--- src/rtl/alu_cmd_issuer.sv ---
// rtl/alu_cmd_issuer.sv - command/response sequencer in front of the combinational V-bit ALU
// One command in flight: IDLE accepts, DRIVE holds ALU inputs for SETTLE cycles, RESP returns the capture.
module alu_cmd_issuer #(
  parameter int V      = 8,
  parameter int SETTLE = 1
) (
  input  logic         clk,
  input  logic         init,
  input  logic         cmd_valid,
  output logic         cmd_ready,
  input  logic [3:0]   cmd_opco,
  input  logic [V-1:0] cmd_a,
  input  logic [V-1:0] cmd_b,
  output logic         alu_init,
  output logic [3:0]   alu_opco,
  output logic [V-1:0] alu_a,
  output logic [V-1:0] alu_b,
  input  logic [15:0]  alu_out,
  input  logic [4:0]   alu_flags,
  output logic         rsp_valid,
  input  logic         rsp_ready,
  output logic [15:0]  rsp_data,
  output logic [4:0]   rsp_flags,
  output logic [3:0]   rsp_opco,
  output logic         busy,
  output logic [7:0]   issued_cnt
);

  localparam int CW = (SETTLE > 1) ? $clog2(SETTLE) : 1;

  typedef enum logic [1:0] {IDLE, DRIVE, RESP} state_t;

  state_t         state_q;
  logic           alu_init_q;
  logic [3:0]     alu_opco_q;
  logic [V-1:0]   alu_a_q;
  logic [V-1:0]   alu_b_q;
  logic           rsp_valid_q;
  logic [15:0]    rsp_data_q;
  logic [4:0]     rsp_flags_q;
  logic [3:0]     rsp_opco_q;
  logic [7:0]     issued_cnt_q;
  logic [7:0]     issued_cnt_d;
  logic [CW-1:0]  settle_q;
  logic           accept;

  // In RESP a new command may be taken on the same edge the response is popped.
  assign cmd_ready    = alu_init_q && ((state_q == IDLE) || ((state_q == RESP) && rsp_ready));
  assign accept       = cmd_valid && cmd_ready;
  assign issued_cnt_d = issued_cnt_q + 8'd1;

  always_ff @(posedge clk or negedge init) begin
    if (!init) begin
      state_q      <= IDLE;
      alu_init_q   <= 1'b0;
      alu_opco_q   <= 4'h0;
      alu_a_q      <= '0;
      alu_b_q      <= '0;
      rsp_valid_q  <= 1'b0;
      rsp_data_q   <= 16'h0000;
      rsp_flags_q  <= 5'h00;
      rsp_opco_q   <= 4'h0;
      issued_cnt_q <= 8'h00;
      settle_q     <= '0;
    end else begin
      alu_init_q <= 1'b1;
      if (accept) begin
        alu_opco_q   <= cmd_opco;
        alu_a_q      <= cmd_a;
        alu_b_q      <= cmd_b;
        issued_cnt_q <= issued_cnt_d;
        settle_q     <= CW'(SETTLE - 1);
      end
      case (state_q)
        IDLE: begin
          if (accept) state_q <= DRIVE;
        end
        DRIVE: begin
          if (settle_q == '0) begin
            rsp_data_q  <= alu_out;
            rsp_flags_q <= alu_flags;
            rsp_opco_q  <= alu_opco_q;
            rsp_valid_q <= 1'b1;
            state_q     <= RESP;
          end else begin
            settle_q <= settle_q - 1'b1;
          end
        end
        RESP: begin
          if (rsp_ready) begin
            rsp_valid_q <= 1'b0;
            state_q     <= accept ? DRIVE : IDLE;
          end
        end
        default: state_q <= IDLE;
      endcase
    end
  end

  assign alu_init   = alu_init_q;
  assign alu_opco   = alu_opco_q;
  assign alu_a      = alu_a_q;
  assign alu_b      = alu_b_q;
  assign rsp_valid  = rsp_valid_q;
  assign rsp_data   = rsp_data_q;
  assign rsp_flags  = rsp_flags_q;
  assign rsp_opco   = rsp_opco_q;
  assign busy       = (state_q != IDLE);
  assign issued_cnt = issued_cnt_q;

endmodule

--- config.mk ---
export PLATFORM = sky130hd
export DESIGN_NAME = alu_cmd_issuer
export DESIGN_NICKNAME = d
export VERILOG_FILES = /design/src/rtl/alu_cmd_issuer.sv
export SDC_FILE = /design/constraint.sdc
export NUM_CORES = 1
export LEC_CHECK = 0
export CAP_MARGIN = 20
export CORE_UTILIZATION = 42
export DETAILED_ROUTE_END_ITERATION = 8
export PLACE_DENSITY = 0.75
export RECOVER_POWER = 25
export SLEW_MARGIN = 20
export SYNTH_ARGS = -nofsm -noshare
export SYNTH_HDL_FRONTEND = slang
export SYNTH_SLANG_ARGS = --single-unit
--- constraint.sdc ---
create_clock -name clk -period 1.66 [get_ports clk]
set_clock_uncertainty 0.15 [all_clocks]
set_input_delay 0.332 -clock clk [delete_from_list [all_inputs] [get_ports clk]]
set_output_delay 0.332 -clock clk [all_outputs]
set_load 0.02 [all_outputs]
==> qor.yml, run 1 <==
cts_tree: "built"
seqPwrFrac_pct: 39.1
grt.total_usage_pct: 19.4
post-place-ws_ns: -0.506
required_ns: 1.72
routed_wl_mm: 5.41
worst_slew_pin_slew_ns: 0.778
async_reset_ff_share_pct: 100
total_power_mw: 5.03
status: "finished, final reports clean"
drtAntennaViolNets: 0
synth_edf_count: 0
place_area_mm2: 0.00356
htree_levels: 3
r2r_slack_ns: 0.02
grt_max_degree: 59
start_util_pct: 43.4
synth-adder-area-share_pct: 0.523
r2r-start: "state_q[1]$_DFFE_PN0P_"
synth.area.mux_share_pct: 14.9
fin_crit_sh_pct: 98.7
min_path_type: "in2reg"
synth.avg_cell_area_um2: 12.7
die_height_um: 77.5
finalWeightedCongestion: 0.713
cp-endpoint: "rsp_data[2]$_DFFE_PN0P_"
drv_slew: 0
critPathKind: "reg2reg"
synth_cell_types: 28
n_antenna_cell: 0
synth_top_family_by_area: "simple AND/OR/NAND/NOR gates"
ios: 102
avgRoutedWirePerCell_um: 13.9
utilization_pct: 67.8
power.density_mw_per_mm2: 1350
post-dp-hpwl_mm: 3.73
max_clock_freq_ghz: 0.610
clockPowerShare_pct: 25.8
clk_latency_ns: 0.33
fin_crit_ns: 1.64
ir_worst_vdd_v: 0.000712
final_hold_viol_count: 0
cp-start-kind: "flip-flop"
yosys_warnings: 0
reg2regPathDepth: 5
fp.dieArea_mm2: 0.00600
grt_overflow_total: 0
drt_pass1_iterations: 4
synth_ff_type: "dfrtp_1"
io_buffers: 101
grt_pass1_vias: 1891
syn_to_final_growth_pct: 56.1
r2r-end: "rsp_data[2]$_DFFE_PN0P_"
tns_ns: 0
clk_pin_slew_ns: 0.06
rows: 27
ys_seq_area_share_pct: 60.7
postSynthCellCount: 188
drt_iter0_drc: 88
combPwrFrac_pct: 35.1
cts_sinks: 58
syn_nets: 234
drive_above_1_share_pct: 21.4
avgViaCountPerCell: 4.65
fin_area_mm2: 0.00373
cts_buffers: 9
die-width_um: 77.5
maxCapViolations: 0
synth_xor_area_share_pct: 2.56
postCtsSetupBuffers: 0
antenna_found_initial: 0
synth.ff_latch_count: 58
synth_simple_gate_area_share_pct: 16.8
p_int_mw: 3.41
crit_fanout: 5
clock_path_buffers: 2
rsz0062_at_grt: "yes"
startpoint: "state_q[1]$_DFFE_PN0P_"
grt_pass1_wl_mm: 8.93
drc_errors: 0
vias: 1813
switching_share_pct: 32.3
synth_compound_area_share_pct: 0.680
num-nets-final: 359
cts-root-buf: "clkbuf_8"
synth_area_mm2: 0.00239
worstPathArrival_ns: 1.70
layout_setup_ws_ns: 0.0212
setup_viol: 0
p_leak_nw: 1.89
core-area_mm2: 0.00551
p_switching_mw: 1.63
end_kind: "flip-flop"
maxSlewHeadroom_pct: 48.2
-- worst min path at each step --
stage	slack [ns]	depth (start not counted)	start	end
5_1_grt	0.26	4	rsp_ready	rsp_valid$_DFFE_PN0P_
3_3_place_gp	0.21	2	init	rsp_data[10]$_DFFE_PN0P_
6_report	0.23	4	rsp_ready	rsp_valid$_DFFE_PN0P_
4_1_cts	0.32	2	alu_b[1]$_DFFE_PN0P_	alu_b[1]$_DFFE_PN0P_
2_1_floorplan	-0.11	0	init	alu_a[0]$_DFFE_PN0P_
3_5_place_dp	0.21	2	init	rsp_data[10]$_DFFE_PN0P_
-- through the flow --
step,instances,hold slack [ns]
global placement,371,0.209
finish,390,0.228
global route,390,0.257
CTS,388,0.323
detailed placement,371,0.206
floorplan,188,-0.114
-- logic make-up (layout without fill, tap and decap cells) --
logic type                 after synthesis  in the layout
other                                    1              1
and+or+nand+nor                         85             85
muxes                                   25             25
AOI/OAI and AO/OA                        3              3
buffers and inverters                    8            138
adders and majority gates                1              1
xor gates and xnor gates                 7              7
DFF                                     58             58
-- state kept, by name (all words and copies together), names as in the netlist --
name,count
rsp_opco,4
alu_b,8
settle_q,1
rsp_flags,5
alu_init,1
alu_a,8
issued_cnt,8
rsp_valid,1
state_q,2
rsp_data,16
alu_opco,4
-- cell usage after synthesis (2+ instances only) --
master | number | area [µm²]
buf_12 | 2 | 40.0
buf_6 | 3 | 33.8
nand2_1 | 67 | 251
buf_2 | 2 | 10.0
mux2_4 | 20 | 300
nand3_1 | 2 | 10.0
dfrtp_1 | 58 | 1450
xnor2_1 | 5 | 43.8
xor2_1 | 2 | 17.5
mux2_2 | 5 | 56.3
nand4_1 | 2 | 12.5
nor3_1 | 2 | 10.0
nor2_1 | 3 | 11.3
-- power groups by stage --
stage               Combinational (mW)  Clock (mW)  Sequential [mW]
floorplan                        0.517           0             2.45
global placement                  1.98           0             1.99
detailed placement                2.00           0             2.01
CTS                               1.77        1.32             1.97
global route                      1.89        1.38             2.02
finish                            1.77        1.30             1.97
-- metal layers --
layer	GRT usage [%]	share of wire (%)
met5	0	0
met3	4.47	5.1
met1	25.2	45
met2	30.1	48
met4	10.8	2.3
-- what timing repair did --
item,in CTS,in global routing
pin swaps,0,1
gates cloned,0,2
resized for setup,68,7
hold endpoints to repair,58,0
endpoints found under the setup margin,68,41
hold buffers,1,0
-- worst max-delay path: stages (launching register included) --
cell and delay (ns):
dfrtp_2 0.44, buf_6 0.13, nand2b_4 0.16, nor2_8 0.17, buf_4 0.16, mux2_2 0.32
-- area by class of cell --
type / count / area (µm²)
Clock buffer: 14 / 163
Clock inverter: 2 / 35.0
Fill cell: 460 / 1770
Inverter: 1 / 3.75
Multi-Input combinational cell: 122 / 861
Sequential cell: 58 / 1450
Tap cell: 72 / 90.1
Timing Repair Buffer: 121 / 1130
-- cell usage in the layout, fill, tap and decap left out, types with 2 or more instances in the layout --
| master | instances |
|---|---|
| xnor2_1 | 5 |
| mux2_4 | 20 |
| buf_4 | 14 |
| clkbuf_8 | 11 |
| nand4_1 | 2 |
| nor2_1 | 3 |
| nand2b_4 | 2 |
| mux2_2 | 5 |
| nand3_1 | 2 |
| clkbuf_1 | 3 |
| buf_6 | 4 |
| nor3_1 | 2 |
| dlygate4sd2_1 | 54 |
| dfrtp_1 | 57 |
| clkdlybuf4s50_1 | 42 |
| nand2_1 | 67 |
| xor2_1 | 2 |
(Power assumes the default switching activity.)
==> run 2: changes to the inputs <==
--- a/config.mk
+++ b/config.mk
@@ -10,7 +10,7 @@
 export DETAILED_ROUTE_END_ITERATION = 8
 export PLACE_DENSITY = 0.75
 export RECOVER_POWER = 25
-export SLEW_MARGIN = 20
+export SLEW_MARGIN = 10
 export SYNTH_ARGS = -nofsm -noshare
 export SYNTH_HDL_FRONTEND = slang
 export SYNTH_SLANG_ARGS = --single-unit
==> results of run 2 <==
The final DEF is identical to that of run 1; final timing and power are the same.
